`src/rtl/rr_ack_arbiter_n.sv`:
```
// Round-robin acknowledge arbiter: grants one master waiting on this slave and forwards ack_in.
// Optional grant timeout enabled by defining the macro RR_ACK_TIMEOUT_EN.
module rr_ack_arbiter_n #(
  parameter int N_MAS  = 4,
  parameter int SW     = 2,
  parameter int TO_CYC = 15
) (
  input  logic                       clk,
  input  logic                       reset,
  input  logic [SW-1:0]              s_no,
  input  logic                       ack_in,
  input  logic [N_MAS*SW-1:0]        sfor,
  input  logic [2*N_MAS-1:0]         req_stat,
  output logic [N_MAS-1:0]           ack,
  output logic                       gnt_valid,
  output logic [$clog2(N_MAS)-1:0]   gnt_id,
  output logic                       to_err
);

  localparam logic [1:0] W_ACK = 2'd2;
  localparam int         IW    = $clog2(N_MAS);

  typedef enum logic {
    IDLE  = 1'b0,
    GRANT = 1'b1
  } state_t;

  if (N_MAS < 2 || N_MAS > 16 || TO_CYC < 1 || TO_CYC > 255) begin : g_param_err
    $error("rr_ack_arbiter_n: parameter out of legal range");
  end

  state_t            state_q, state_d;
  logic [N_MAS-1:0]  ack_q, ack_d;
  logic [IW-1:0]     gnt_id_q, gnt_id_d;
  logic [IW-1:0]     last_mas_q, last_mas_d;
  logic              to_err_q, to_err_d;
  logic [N_MAS-1:0]  elig_s;
  logic [IW-1:0]     win_s;
  logic [IW-1:0]     idx_s;
  logic              any_s;

`ifdef RR_ACK_TIMEOUT_EN
  localparam logic [7:0] TO_LAST = 8'(TO_CYC - 1);
  logic [7:0] cnt_q, cnt_d;
`endif

  // Per-master eligibility: targets this slave and is waiting for ack.
  always_comb begin
    elig_s = '0;
    for (int i = 0; i < N_MAS; i++) begin
      elig_s[i] = (sfor[i*SW +: SW] == s_no) && (req_stat[2*i +: 2] == W_ACK);
    end
  end

  // Round-robin search starting just after the last winner.
  always_comb begin
    any_s = 1'b0;
    win_s = '0;
    idx_s = '0;
    for (int k = 1; k <= N_MAS; k++) begin
      idx_s = IW'((int'(last_mas_q) + k) % N_MAS);
      if (!any_s && elig_s[idx_s]) begin
        any_s = 1'b1;
        win_s = idx_s;
      end
    end
  end

  // Next-state and registered-output logic.
  always_comb begin
    state_d    = state_q;
    ack_d      = '0;
    gnt_id_d   = gnt_id_q;
    last_mas_d = last_mas_q;
    to_err_d   = 1'b0;
`ifdef RR_ACK_TIMEOUT_EN
    cnt_d      = cnt_q;
`endif
    case (state_q)
      IDLE: begin
        if (any_s) begin
          state_d    = GRANT;
          gnt_id_d   = win_s;
          last_mas_d = win_s;
`ifdef RR_ACK_TIMEOUT_EN
          cnt_d      = 8'd0;
`endif
        end else begin
          state_d = IDLE;
        end
      end
      GRANT: begin
        // Ack wins over withdrawal check and timeout.
        if (elig_s[gnt_id_q] && ack_in) begin
          ack_d[gnt_id_q] = 1'b1;
          state_d         = IDLE;
        end else if (!elig_s[gnt_id_q]) begin
          state_d = IDLE;
`ifdef RR_ACK_TIMEOUT_EN
        end else if (cnt_q == TO_LAST) begin
          state_d  = IDLE;
          to_err_d = 1'b1;
        end else begin
          cnt_d   = cnt_q + 8'd1;
          state_d = GRANT;
        end
`else
        end else begin
          state_d = GRANT;
        end
`endif
      end
      default: begin
        state_d = IDLE;
      end
    endcase
  end

  // State and output registers with synchronous reset.
  always_ff @(posedge clk) begin
    if (reset) begin
      state_q    <= IDLE;
      ack_q      <= '0;
      gnt_id_q   <= '0;
      last_mas_q <= IW'(N_MAS - 1);
      to_err_q   <= 1'b0;
`ifdef RR_ACK_TIMEOUT_EN
      cnt_q      <= 8'd0;
`endif
    end else begin
      state_q    <= state_d;
      ack_q      <= ack_d;
      gnt_id_q   <= gnt_id_d;
      last_mas_q <= last_mas_d;
      to_err_q   <= to_err_d;
`ifdef RR_ACK_TIMEOUT_EN
      cnt_q      <= cnt_d;
`endif
    end
  end

  assign ack       = ack_q;
  assign gnt_valid = (state_q == GRANT);
  assign gnt_id    = gnt_id_q;
`ifdef RR_ACK_TIMEOUT_EN
  assign to_err    = to_err_q;
`else
  assign to_err    = 1'b0;
`endif

endmodule

```
`config.mk`:
```
export PLATFORM = sky130hd
export DESIGN_NAME = rr_ack_arbiter_n
export DESIGN_NICKNAME = d
export VERILOG_FILES = /design/src/rtl/rr_ack_arbiter_n.sv
export SDC_FILE = /design/constraint.sdc
export NUM_CORES = 1
export LEC_CHECK = 0
export ABC_CLOCK_PERIOD_IN_PS = 2200
export CORE_UTILIZATION = 39
export CTS_CLUSTER_DIAMETER = 40
export DETAILED_ROUTE_END_ITERATION = 16
export PLACE_DENSITY = 0.86
export RECOVER_POWER = 100
export SYNTH_ARGS = -nofsm -noshare
export SYNTH_HDL_FRONTEND = slang
export SYNTH_SLANG_ARGS = --single-unit
export TNS_END_PERCENT = 20
```
`constraint.sdc`:
```
create_clock -name clk -period 2.2 [get_ports clk]
set_input_delay 0.44 -clock clk [delete_from_list [all_inputs] [get_ports clk]]
set_output_delay 0.44 -clock clk [all_outputs]
set_load 0.05 [all_outputs]
```
==> impl_results.md, run 1 <==
* Leakage power at 0.438 nW
* Min Hold Slack at 0.517 ns
* I/O Buffers at 27
* Power Total at 0.000457 W
* CORE AREA at 1380 um^2
* Post-Place Cells at 111
* Critical Path Sink Type: flop
* Largest net degree at the start of global routing at 9
* Initial antenna violation count at 0
* Non-filler cells in the finished layout at 117
* Clk_skew at 0.00746 ns
* Worst skew pair latency at 0.25 ns
* Synth area leaders: dfxtp_1 (29%), xnor2_1 (5.7%), xor2_1 (5.7%)
* Fin. Hold Viols at 0
* Drt pass-1 iters at 6
* Net Count, Synth at 84
* WP data arrival at 2.21 ns
* Avg Inst Size Synth at 9.73 um^2
* Synthesis-to-layout area growth at 62.2%
* Final Setup Violations at 0
* WL per Instance at 13.1 um
* Nets at 124
* Clock root buffer: clkbuf_4
* Die area at 1730 um^2
* First-pass GRT wire length at 2440 um
* CP max FO at 7
* DRT iter0 DRCs at 25
* Antenna Violating Nets Remaining at 0
* Setup crit start kind: input pin
* Fmax achieved at 483 MHz
* DRC Markers at 0
* Fin. max-slew vios at 0
* Ant diodes at 0
* DIE WIDTH at 41.7 um
* Mapped Area at 613 um^2
* Crit share post-route at 94.1%
* Rel. slew slack at 66.1%
* Clock transition at path regs at 0.06 ns
* Post-Route WL at 1530 um
* Layout cells sized above 1 at 20.6%
* Yosys cell types at 36
* # clock sinks at 9
* Flops & latches, synth at 9
* Post-synth top area share at 29.4%
* R2R depth at 5
* Grt total ovfl at 0
* CTS Buf Count at 3
* Final min period at 2.07 ns
* Initial Utilization at 44.3%
* Min-delay worst type: flop to flop
* GPL Wtd Cong at 0.745
* Clk buf depth at 2
* Max cap viols at 0
* H-tree depth at 1
* RSZ-0062 raised after global routing: no
* Post-DP HPWL at 1240 um
* Vias per cell at 5.46
* # hold bufs at CTS at 0
* Vias in the first global route at 579
* Status: finished, final reports clean
* Floorplan row count at 13
* Worst-Margin Slew at 0.507 ns
* PwrDens at 459 nW/um^2
* VDD IR-drop max at 0.195 mV
* Critical path required time at 2.34 ns
* Hold Path Depth at 1
* Critical Setup Path Class: input pin to flop
* Final Util at 71.9%
* Ys Warns at 0
* DR vias at 639
* Die Y-Extent at 41.7 um
* Cell taking the most area after synthesis: dfxtp_1
* CTS tree: done
* Register area share after synthesis at 29.4%
* Mapped Cells at 63
* Global-route usage over all layers at 18.1%
* Ports at 29
flip-flops by register name, summed over array words and instances (netlist names):
| name | cells |
|---|---|
| ack | 4 |
| gnt_id | 2 |
| gnt_valid | 1 |
| last_mas_q | 2 |
metrics by stage:
stage / setup TNS (ns) / area [um^2] / setup WS, ns
finish: 0 / 995 / 0.130
global route: 0 / 995 / 0.0551
CTS: 0 / 973 / 0.0353
detailed placement: -0.997 / 947 / -0.218
global placement: -0.736 / 947 / -0.174
floorplan: 0 / 613 / 0.476
power breakdown:
part / internal [W] / switching, W
combinational: 0.0000812 / 0.0000696
clock: 0.0000695 / 0.0000518
sequential: 0.000171 / 0.0000138
cells in the final DEF, fill, tap and decap left out, drive strengths merged:
cell and instances:
and2 1, or2 2, nor2 6, and2b 1
nand3b 1, a21oi 5, clkdlybuf4s50 18, a22oi 1
xnor2 4, and4 1, inv 1, nor3 2
nor4b 3, dlymetal6s2s 2, and3 1, nand2 3
mux4 1, o21bai 2, a21boi 1, o32ai 1
a21o 1, dfxtp 9, buf 8, o311ai 1
and4b 2, nand4b 1, nor2b 1, dlygate4sd3 7
o22ai 1, a211oi 1, xor2 4, conb 1
nand4 1, clkbuf 5, a221o 1, nand3 1
cell families after synthesis:
kind of cell | after synthesis | share of synthesized area (%)
buffers and inverters | 2 | 1.84
other | 1 | 0.612
AND/OR/NAND/NOR | 27 | 31.6
XOR/XNOR | 8 | 11.4
flip-flops | 9 | 29.4
AO/OA/AOI/OAI | 15 | 20.8
multiplexers | 1 | 4.29
synth_stat cells:
| cell | instances |
|---|---|
| nand3b_1 | 1 |
| and2b_1 | 1 |
| a221o_1 | 1 |
| nor2_1 | 6 |
| and4b_1 | 2 |
| nor2b_1 | 1 |
| dfxtp_1 | 9 |
| or2_1 | 1 |
| inv_1 | 1 |
| a21oi_2 | 3 |
| a211oi_2 | 1 |
| buf_4 | 1 |
| nor4b_4 | 1 |
| a22oi_1 | 1 |
| and4_1 | 1 |
| xnor2_1 | 4 |
| nor3_1 | 2 |
| nor4b_1 | 1 |
| a21oi_1 | 2 |
| nand3_1 | 1 |
| mux4_1 | 1 |
| nand2_1 | 3 |
| xor2_1 | 4 |
| and2_4 | 1 |
| o32ai_1 | 1 |
| a21boi_1 | 1 |
| and3_4 | 1 |
| o21bai_1 | 2 |
| o22ai_1 | 1 |
| nand4_1 | 1 |
| a21o_1 | 1 |
| o311ai_2 | 1 |
| nand4b_1 | 1 |
| nor4b_2 | 1 |
| or2_2 | 1 |
| conb_1 | 1 |
what timing repair did:
item,in CTS,in global routing
setup buffers,0,2
gates resized for setup,0,5
endpoints found under the setup margin,0,4
critical path, stage by stage:
cell             delay (ns)
clkdlybuf4s50_1        0.47
xor2_1                 0.24
nor4b_4                0.08
buf_4                  0.17
clkbuf_4               0.13
mux4_1                 0.51
nand3b_1               0.11
a21oi_1                0.07
layout make-up:
cell class | instances | area [um^2]
Multi-Input combinational cell | 52 | 419
Fill cell | 99 | 388
Timing Repair Buffer | 36 | 347
Sequential cell | 9 | 180
Clock buffer | 4 | 26.3
Tap cell | 15 | 18.8
Inverter | 1 | 3.75
final timing paths:
| path | from | end | slack, ns |
|---|---|---|---|
| setup / recovery | sfor[3] | gnt_valid | 0.13 |
| setup reg to reg | last_mas_q[1] | gnt_id[1] | 0.76 |
| hold reg to reg | gnt_id[1] | ack[1] | 0.52 |
| hold / removal | gnt_id[1] | ack[1] | 0.52 |
per-layer routing:
layer	vias up	GRT usage, %	part of all wire [%]
li1	317	-	-
met1	295	19.5	40
met2	25	34.4	55
met3	2	2.61	3.5
met4	0	7.74	1.3
met5	-	0	0
Note: power is estimated with default switching activity, not from simulation.
==> run 2: changes to the inputs <==
Settings changed: HOLD_SLACK_MARGIN set to 0.15.
==> results of run 2 <==
The final DEF is identical to that of run 1; final timing and power are the same.
==> run 3: changes to the inputs <==
Settings changed: SLEW_MARGIN set to 20.
==> results of run 3 <==
The final DEF is identical to that of run 1; final timing and power are the same.
